## src/rtl/proc_pkg.sv

```systemverilog
// Shared definitions for the accumulator-processor control unit:
// opcode values, ALU operation encodings and the controller state enum.
package proc_pkg;

  // Instruction opcodes, held in ir[7:4]
  localparam logic [3:0] OP_NOP = 4'h0;
  localparam logic [3:0] OP_LDI = 4'h1;
  localparam logic [3:0] OP_LDA = 4'h2;
  localparam logic [3:0] OP_STA = 4'h3;
  localparam logic [3:0] OP_ADD = 4'h4;
  localparam logic [3:0] OP_SUB = 4'h5;
  localparam logic [3:0] OP_AND = 4'h6;
  localparam logic [3:0] OP_OR  = 4'h7;
  localparam logic [3:0] OP_JMP = 4'h8;
  localparam logic [3:0] OP_JZ  = 4'h9;
  localparam logic [3:0] OP_HLT = 4'hF;

  // ALU operation encodings driven into the datapath
  localparam logic [2:0] ALU_ADD    = 3'b000;
  localparam logic [2:0] ALU_SUB    = 3'b001;
  localparam logic [2:0] ALU_AND    = 3'b010;
  localparam logic [2:0] ALU_OR     = 3'b011;
  localparam logic [2:0] ALU_PASS_B = 3'b100;

  typedef enum logic [2:0] {
    ST_IDLE,
    ST_FETCH,
    ST_DECODE,
    ST_OPER,
    ST_DATA,
    ST_EXEC
  } state_e;

endpackage

```

## src/rtl/proc_decode.sv

```systemverilog
// Purely combinational instruction decoder: classifies an opcode into the
// handful of attributes the sequencer needs.
module proc_decode
  import proc_pkg::*;
(
  input  logic [3:0] opcode,
  output logic       needs_operand,
  output logic       needs_data,
  output logic       is_store,
  output logic [2:0] alu_op,
  output logic       is_load,
  output logic       is_jump,
  output logic       is_cond,
  output logic       is_halt,
  output logic       is_illegal
);

  // Opcode classification; NOP falls through with every flag low
  always_comb begin
    needs_operand = 1'b0;
    needs_data    = 1'b0;
    is_store      = 1'b0;
    alu_op        = ALU_ADD;
    is_load       = 1'b0;
    is_jump       = 1'b0;
    is_cond       = 1'b0;
    is_halt       = 1'b0;
    is_illegal    = 1'b0;
    case (opcode)
      OP_NOP: ;
      OP_LDI: begin
        needs_operand = 1'b1;
        is_load       = 1'b1;
        alu_op        = ALU_PASS_B;
      end
      OP_LDA: begin
        needs_operand = 1'b1;
        needs_data    = 1'b1;
        is_load       = 1'b1;
        alu_op        = ALU_PASS_B;
      end
      OP_STA: begin
        needs_operand = 1'b1;
        needs_data    = 1'b1;
        is_store      = 1'b1;
      end
      OP_ADD, OP_SUB, OP_AND, OP_OR: begin
        needs_operand = 1'b1;
        needs_data    = 1'b1;
        is_load       = 1'b1;
        // ADD..OR map onto ALU codes 0..3 in opcode order
        alu_op        = {1'b0, opcode[1:0]};
      end
      OP_JMP: begin
        needs_operand = 1'b1;
        is_jump       = 1'b1;
      end
      OP_JZ: begin
        needs_operand = 1'b1;
        is_jump       = 1'b1;
        is_cond       = 1'b1;
      end
      OP_HLT: is_halt = 1'b1;
      default: is_illegal = 1'b1;
    endcase
  end

endmodule

```

## src/rtl/proc_ctrl_fsm.sv

```systemverilog
// Multi-cycle control unit: owns PC/IR/operand/data registers and sequences
// fetch, operand fetch, data access and execute over one memory port.
// Outputs depend only on state and registers, never on mem_ready.
module proc_ctrl_fsm
  import proc_pkg::*;
#(
  parameter logic [7:0] RESET_PC = 8'h00
) (
  input  logic       clk,
  input  logic       rst,
  input  logic       run,
  output logic       mem_req,
  output logic       mem_we,
  output logic [7:0] mem_addr,
  input  logic [7:0] mem_rdata,
  input  logic       mem_ready,
  input  logic       acc_zero,
  output logic [2:0] alu_op,
  output logic       acc_load,
  output logic [7:0] operand,
  output logic [7:0] pc,
  output logic       halted,
  output logic       illegal
);

  state_e     state_reg, state_next;
  logic [7:0] pc_reg, pc_next;
  logic [7:0] ir_reg, ir_next;
  logic [7:0] opr_reg, opr_next;
  logic [7:0] mdr_reg, mdr_next;
  logic       illegal_reg, illegal_next;

  logic       dec_needs_operand, dec_needs_data, dec_is_store, dec_is_load;
  logic       dec_is_jump, dec_is_cond, dec_is_halt, dec_is_illegal;
  logic [2:0] dec_alu_op;

  // Low opcode nibble carries no meaning in this ISA
  logic       unused_ir_low;
  assign unused_ir_low = ^ir_reg[3:0];

  proc_decode u_decode (
    .opcode        (ir_reg[7:4]),
    .needs_operand (dec_needs_operand),
    .needs_data    (dec_needs_data),
    .is_store      (dec_is_store),
    .alu_op        (dec_alu_op),
    .is_load       (dec_is_load),
    .is_jump       (dec_is_jump),
    .is_cond       (dec_is_cond),
    .is_halt       (dec_is_halt),
    .is_illegal    (dec_is_illegal)
  );

  // State and architectural registers; reset returns everything to IDLE
  always_ff @(posedge clk) begin
    if (rst) begin
      state_reg   <= ST_IDLE;
      pc_reg      <= RESET_PC;
      ir_reg      <= 8'h00;
      opr_reg     <= 8'h00;
      mdr_reg     <= 8'h00;
      illegal_reg <= 1'b0;
    end else begin
      state_reg   <= state_next;
      pc_reg      <= pc_next;
      ir_reg      <= ir_next;
      opr_reg     <= opr_next;
      mdr_reg     <= mdr_next;
      illegal_reg <= illegal_next;
    end
  end

  // Next-state, register updates and decoded outputs
  always_comb begin
    state_next   = state_reg;
    pc_next      = pc_reg;
    ir_next      = ir_reg;
    opr_next     = opr_reg;
    mdr_next     = mdr_reg;
    illegal_next = illegal_reg;
    mem_req      = 1'b0;
    mem_we       = 1'b0;
    mem_addr     = pc_reg;
    alu_op       = ALU_ADD;
    acc_load     = 1'b0;
    operand      = 8'h00;
    case (state_reg)
      ST_IDLE: begin
        if (run) state_next = ST_FETCH;
      end
      ST_FETCH: begin
        mem_req = 1'b1;
        if (mem_ready) begin
          ir_next    = mem_rdata;
          pc_next    = pc_reg + 8'd1;
          state_next = ST_DECODE;
        end
      end
      ST_DECODE: begin
        state_next = dec_needs_operand ? ST_OPER : ST_EXEC;
      end
      ST_OPER: begin
        mem_req = 1'b1;
        if (mem_ready) begin
          opr_next   = mem_rdata;
          pc_next    = pc_reg + 8'd1;
          state_next = dec_needs_data ? ST_DATA : ST_EXEC;
        end
      end
      ST_DATA: begin
        mem_req  = 1'b1;
        mem_we   = dec_is_store;
        mem_addr = opr_reg;
        if (mem_ready) begin
          if (!dec_is_store) mdr_next = mem_rdata;
          state_next = ST_EXEC;
        end
      end
      ST_EXEC: begin
        if (dec_is_load) begin
          acc_load = 1'b1;
          alu_op   = dec_alu_op;
          // LDI is the only load whose B input is the immediate byte
          operand  = (ir_reg[7:4] == OP_LDI) ? opr_reg : mdr_reg;
        end
        if (dec_is_jump && (!dec_is_cond || acc_zero)) pc_next = opr_reg;
        if (dec_is_illegal) illegal_next = 1'b1;
        state_next = (dec_is_halt || dec_is_illegal) ? ST_IDLE : ST_FETCH;
      end
      default: state_next = ST_IDLE;
    endcase
  end

  assign pc      = pc_reg;
  assign halted  = (state_reg == ST_IDLE);
  assign illegal = illegal_reg;

endmodule

```

## config.mk

```make
export PLATFORM = sky130hd
export DESIGN_NAME = proc_ctrl_fsm
export DESIGN_NICKNAME = d
export VERILOG_FILES = /design/src/rtl/proc_pkg.sv /design/src/rtl/proc_decode.sv /design/src/rtl/proc_ctrl_fsm.sv
export SDC_FILE = /design/constraint.sdc
export NUM_CORES = 1
export LEC_CHECK = 0
export ABC_CLOCK_PERIOD_IN_PS = 2900
export CAP_MARGIN = 10
export CORE_MARGIN = 1.5
export CORE_UTILIZATION = 45
export DETAILED_ROUTE_END_ITERATION = 8
export HOLD_SLACK_MARGIN = 0.06
export PLACE_DENSITY = 0.74
export RECOVER_POWER = 25
export SLEW_MARGIN = 20
export SYNTH_ARGS = -nofsm -noshare
export SYNTH_HDL_FRONTEND = slang
export SYNTH_SLANG_ARGS = --single-unit
export TNS_END_PERCENT = 100
```

## constraint.sdc

```tcl
create_clock -name clk -period 2.9 [get_ports clk]
set_clock_uncertainty 0.1 [all_clocks]
set_input_delay 0.435 -clock clk [delete_from_list [all_inputs] [get_ports clk]]
set_output_delay 0.435 -clock clk [all_outputs]
set_load 0.02 [all_outputs]
```

# == Yosys cells after proc, flatten, opt, wreduce, memory -nomap -nowiden ==
# Index checks and enable logic that the tools add are counted.
# totals
register_bits,36
latchBits,0
ramBits,0
romBits,0
inputBits,13
out_inout_bits,32
wordCells,82
memories,0
# op_classes
add_sub_neg,1
multipliers,0
n_div,0
n_lt_le_gt_ge,0
eq_ne,21
n_shift,0
mux,30
bitwise_logic,2
reduce_logical,22
# ops
operator,n
8-bit 2-to-1 mux,6
3-bit 2-to-1 mux,7
3-bit one-hot mux with 6 select lines,1
4-bit by 3-bit == test with 1-bit output (second input constant),4
8-bit one-hot mux with 2 select lines,1
1-bit 2-to-1 mux,14
4-bit == test (second input constant),3
6-bit OR reduction,2
11-bit OR reduction,1
2-bit != test (second input constant),5
9-bit OR reduction,1
8-bit by 1-bit adder with 8-bit output (second input constant),1
4-bit by 2-bit == test with 1-bit output (second input constant),2
3-bit by 2-bit == test with 1-bit output (second input constant),2
3-bit == test (second input constant),2
3-bit one-hot mux with 2 select lines,1
2-bit AND reduction,3
3-bit AND reduction,2
2-bit OR reduction,3
4-bit by 1-bit == test with 1-bit output (second input constant),1
4-bit logical NOT,1
4-bit AND reduction,1
4-bit OR reduction,1
3-bit by 1-bit == test with 1-bit output (second input constant),1
other kinds (8),10

# == Logic depth before layout (Yosys ltp) ==
# Gate-level depths: netlist of the first run.
# logic_depth
word_depth,7
ltp_mapped,7
depth_no_buf,4

# == Modules after synthesis ==
# A second synthesis of the first run with hierarchy kept.
# unflattened
hier_cells,243
area_unflattened_um2,1864.3
# by_module_without_submodules
mod,instances,cells_per_inst,area_per_inst_um2,seq_area_each_um2
proc_ctrl_fsm,1,225,1756.7,640.6
proc_decode,1,18,107.6,0.0

# == Least setup slack after synthesis of the first run ==
# OpenSTA, ideal clock, no wires.
# synth_path
path_kind,register to output
start,register state_reg[2]
end,output operand[0]
arrival_time_ns,1.518
required_time_ns,2.365
setup_slack_ns,0.847
stages_incl_launch_ff,6
n_path_buf,1
cell_sequence,dfxtp_1 buf_2 nand3b_1 nor2_1 o21ai_1 a21oi_1
# synth_between
elab_chain_cells,2
# synth_lines
item,line_no,source
from (decl),proc_ctrl_fsm.sv:26,"state_e state_reg, state_next;"
from (signal assigned),proc_ctrl_fsm.sv:64,state_reg <= state_next;
3-bit == test,proc_ctrl_fsm.sv:87,case (state_reg)
8-bit 2-to-1 mux,proc_ctrl_fsm.sv:87,
to (decl),proc_ctrl_fsm.sv:20,"output logic [7:0] operand,"
# No other way between the ends.

# == Worst setup path in the final report of the first run ==
# layout_path
start,register ir_reg[6]
end,output operand[6]
# layout_between
elab_chain_cells,5
elab_cells_between_ends,11
classes_between,eq/ne: 6; mux: 4; reduce/logical: 1
# layout_lines
item,line_no,source
from (decl),proc_ctrl_fsm.sv:28,"logic [7:0] ir_reg, ir_next;"
from (signal assigned),proc_ctrl_fsm.sv:66,ir_reg <= ir_next;
"4-bit by 1-bit == test with 1-bit output, or another cell as far along","proc_decode.sv:29, proc_ctrl_fsm.sv:124",
6-bit OR reduction (no line),-,
1-bit 2-to-1 mux,proc_decode.sv:29,case (opcode)
8-bit 2-to-1 mux *,proc_ctrl_fsm.sv:120,if (dec_is_load) begin
8-bit 2-to-1 mux *,proc_ctrl_fsm.sv:87,
# Every way passes the cells marked *; elsewhere a longest branch is shown, timed or not.

==> flow_summary.rst, run 1 <==
.. list-table::
   :header-rows: 1

   * - Metric
     - Value
   * - Latest clock arrival within the worst-skew pair
     - 0.28 ns
   * - CTS Buffer Depth
     - 2
   * - Transition at the pin with the smallest max-transition slack
     - 0.9086 ns
   * - Sw frac
     - 27.44%
   * - NetSw
     - 0.2647 mW
   * - Final Power
     - between 0.9 and 1 mW
   * - Cell depth of the worst hold path
     - 2
   * - Mean cell area of the mapped netlist
     - around 7.4 sq um
   * - Max Clk Rate
     - 0.3595 GHz
   * - H-tree depth
     - 2
   * - Number of enable flip-flop cells after synthesis
     - 0
   * - Final count of pins violating max slew
     - 0
   * - Root Buffer Master
     - clkbuf_8
   * - Total number of vias
     - 1878
   * - Path category of the worst min-delay check
     - register to register
   * - Setup CP Type
     - register to primary output
   * - Pin count of the biggest net entering global routing
     - 20
   * - Share of final-layout standard cells stronger than drive strength 1
     - under 10%
   * - Launching point of the worst reg2reg path
     - state_reg[2]
   * - Floorplan row count
     - 22
   * - Required time of the critical path
     - between 2 and 2.5 ns
   * - Count of final hold-check violations
     - 0
   * - Half-perimeter wire length of the detailed placement result
     - 3438 microns
   * - Initial core utilization
     - 48.09%
   * - Post-Synthesis Cells
     - 242
   * - Worst-path fanout max
     - 12
   * - Highest-count cells in the layout ignoring fill and taps
     - nand2_1 (62), clkdlybuf4s50_1 (41), dfxtp_1 (31)
   * - Number of filler instances in the final layout
     - 362
   * - Setup violation total in the final timing report
     - 0
   * - Relative contribution of combinational cells to total power
     - about an eighth
   * - Shortest clock period the worst path allows after layout
     - ~2.8 ns
   * - Number of warnings reported in the yosys synthesis log
     - 0
   * - Combined area of all synthesized cells
     - about 1800 sq um
   * - Worst R2R Path Depth
     - 4
   * - Synth Register Bits
     - 32
   * - Placeable Area
     - 3744 sq um
   * - Internal portion of total power
     - 0.7002 mW
   * - Power per cell area
     - 408.3 nW/um^2
   * - Worst r2r dst
     - mdr_reg[6]
   * - Total detailed-routing wirelength
     - 4873 microns
   * - Via count of the first global-routing pass
     - ~1.6k
   * - Status
     - complete, no violations
   * - Post-route ant nets
     - 0
   * - Number of setup buffers added after CTS
     - 0
   * - Part of the power in the clock network
     - between 30% and 40%
   * - Endpoint, Worst Hold
     - illegal
   * - Worst-path clk slew
     - 0.07 ns
   * - Hold Path Origin
     - illegal
   * - Initial DRT Pass Iterations
     - 4
   * - Layout Cell Area excl Fill
     - 2364 sq um
   * - Worst rel slew slack
     - slightly below 40%
   * - Total negative slack for setup checks
     - 0 ns
   * - Dominant register cell in the synthesized netlist
     - dfxtp_1
   * - Post-detailed-route wirelength per cell
     - 14.59 microns
   * - DRC viols
     - 0
   * - Global-route wire length before repair
     - 7886 microns
   * - Antenna violations before repair
     - 0
   * - Average vias per placed instance
     - 5.623
   * - Static Leakage
     - 0.8776 nW
   * - Period utilisation layout
     - around 96%
   * - Nature of the critical path endpoint
     - primary output
   * - Most common cell after layout, fill and taps aside
     - nand2_1
   * - PortBufs
     - 44
   * - Placed cell area
     - around 2300 sq um
   * - I/O Pins
     - 45
   * - Portion of total power attributed to sequential cells
     - 48.7%
   * - Overall global routing resource usage
     - 23.71%
   * - Smallest hold slack
     - 0.3748 ns
   * - Die Footprint
     - 4390 sq um
   * - Number of violations reported at the end of detailed-routing iteration 0
     - 242
   * - Proportion of register bits with asynchronous set or reset after synthesis
     - 0%
   * - TritonCTS sink count
     - 32
   * - Post-synth cell types
     - 42
   * - Net count of the finished layout
     - 299
   * - Max-cap violations
     - 0
   * - Startpoint Class
     - register
   * - Signal arrival time at the worst endpoint
     - 2.25 ns
   * - Area delta synth->final
     - 31.27%
   * - Global placement routability congestion
     - 0.8272
   * - Gr ovfl total
     - 0
   * - Share of synthesized area occupied by flip-flops and latches
     - 35.58%
   * - Die span in y
     - 66.26 microns
   * - Register-to-register setup slack
     - ~1.0 ns
   * - TritonCTS clock tree
     - yes
   * - Number of antenna repair diodes
     - 0
   * - Synthesized netlist net count
     - 256
   * - Die boundary width
     - 66.26 microns
   * - Setup repair after global routing missed its margin
     - no
   * - Largest voltage drop on the vdd net
     - 310.4 uV
   * - Num CTS Buffers
     - 5
-- cell usage after synthesis, types with 3 or more instances --
| master | number | area share [%] |
|---|---|---|
| dfxtp_1 | 32 | 36 |
| nor2_1 | 17 | 3.5 |
| a21oi_1 | 28 | 7.8 |
| nor3b_1 | 3 | 1.3 |
| nand2b_1 | 4 | 1.4 |
| inv_1 | 4 | 0.83 |
| nand2_1 | 62 | 13 |
| o21ai_0 | 12 | 3.3 |
| and3_1 | 4 | 1.4 |
| nand4_1 | 5 | 1.7 |
| nand3_1 | 8 | 2.2 |
| mux2i_1 | 9 | 5.0 |
| nor3_1 | 5 | 1.4 |
| buf_2 | 7 | 1.9 |
| xor2_1 | 4 | 1.9 |
| clkbuf_1 | 7 | 1.5 |
-- power by group through the flow --
stage                     Combinational (mW)  Clock [mW]  Sequential [mW]
after global placement                 0.127           0            0.479
after global routing                   0.141       0.387            0.473
final                                  0.128       0.367            0.470
after CTS                              0.128       0.373            0.470
after detailed placement               0.128           0            0.480
after floorplan                       0.0846           0            0.468
-- worst max-delay path, cell delays in order, from the launching register on --
cell and delay [ns]:
dfxtp_1 0.43, or4b_1 0.75, nand2_1 0.15, a21oi_1 0.08, clkdlybuf4s50_1 0.56
-- area by class of cell --
type,count,area (sq um),area share (%)
clock inverter,1,7.507,0.3176
multi-input combinational,191,1064,45.00
clock buffer,7,86.33,3.653
timing repair buffer,51,489.2,20.70
sequential,32,641.9,27.16
tap,48,60.06,2.541
inverter,4,15.01,0.6353
-- timing repair --
| action | CTS | global route |
|---|---|---|
| hold buffers | 0 | 0 |
| gates resized for setup | 0 | 3 |
| setup endpoints to repair | 0 | 11 |
-- through the flow --
| step | util (%) | worst slack (ns) | instances |
|---|---|---|---|
| final | 63.14 | 0.1182 | 334 |
| after global routing | 63.14 | 0.007006 | 334 |
| after CTS | 63.44 | 0.03321 | 334 |
| after detailed placement | 60.93 | 0.3557 | 326 |
| after global placement | 60.93 | 0.4233 | 326 |
| after floorplan | - | 0.8472 | 242 |
-- metal layers --
metal / GRT usage (%) / share of wire, % / vias to the layer above / wire (microns)
li1: - / - / 935 / -
met1: 32.36 / 45 / 868 / 2202
met2: 37.63 / 49 / 71 / 2372
met3: 4.429 / 5.3 / 4 / 256
met4: 7.398 / 0.86 / 0 / 42
met5: 0 / 0 / - / 0
-- cells by family after synthesis --
group / count (synthesis) / synth area share, %
xor+xnor: 5 / 2.432
fa+ha+maj: 1 / 0.6948
compound gates: 55 / 18.42
simple gates: 121 / 33.01
flops: 32 / 35.58
buf+inv: 19 / 4.864
mux: 9 / 5.004
-- worst max path at each step --
stage / cells after the start / to / from
after floorplan: 5 / operand[0] / state_reg[2]
after global placement: 4 / operand[5] / ir_reg[5]
after detailed placement: 5 / operand[5] / state_reg[2]
after CTS: 5 / operand[5] / state_reg[2]
after global routing: 4 / operand[2] / ir_reg[6]
final: 4 / operand[6] / ir_reg[6]
Note: power is estimated with default switching activity, not from simulation.
==> run 2: changes to the inputs <==
--- a/config.mk
+++ b/config.mk
@@ -10,6 +10,7 @@
 export CORE_MARGIN = 1.5
 export CORE_UTILIZATION = 45
 export DETAILED_ROUTE_END_ITERATION = 8
+export GPL_ROUTABILITY_DRIVEN = 0
 export HOLD_SLACK_MARGIN = 0.06
 export PLACE_DENSITY = 0.74
 export RECOVER_POWER = 25
@@ -17,4 +18,3 @@
 export SYNTH_ARGS = -nofsm -noshare
 export SYNTH_HDL_FRONTEND = slang
 export SYNTH_SLANG_ARGS = --single-unit
-export TNS_END_PERCENT = 100
==> results of run 2 <==
No change in the layout: final DEF, timing and power equal those of run 1.
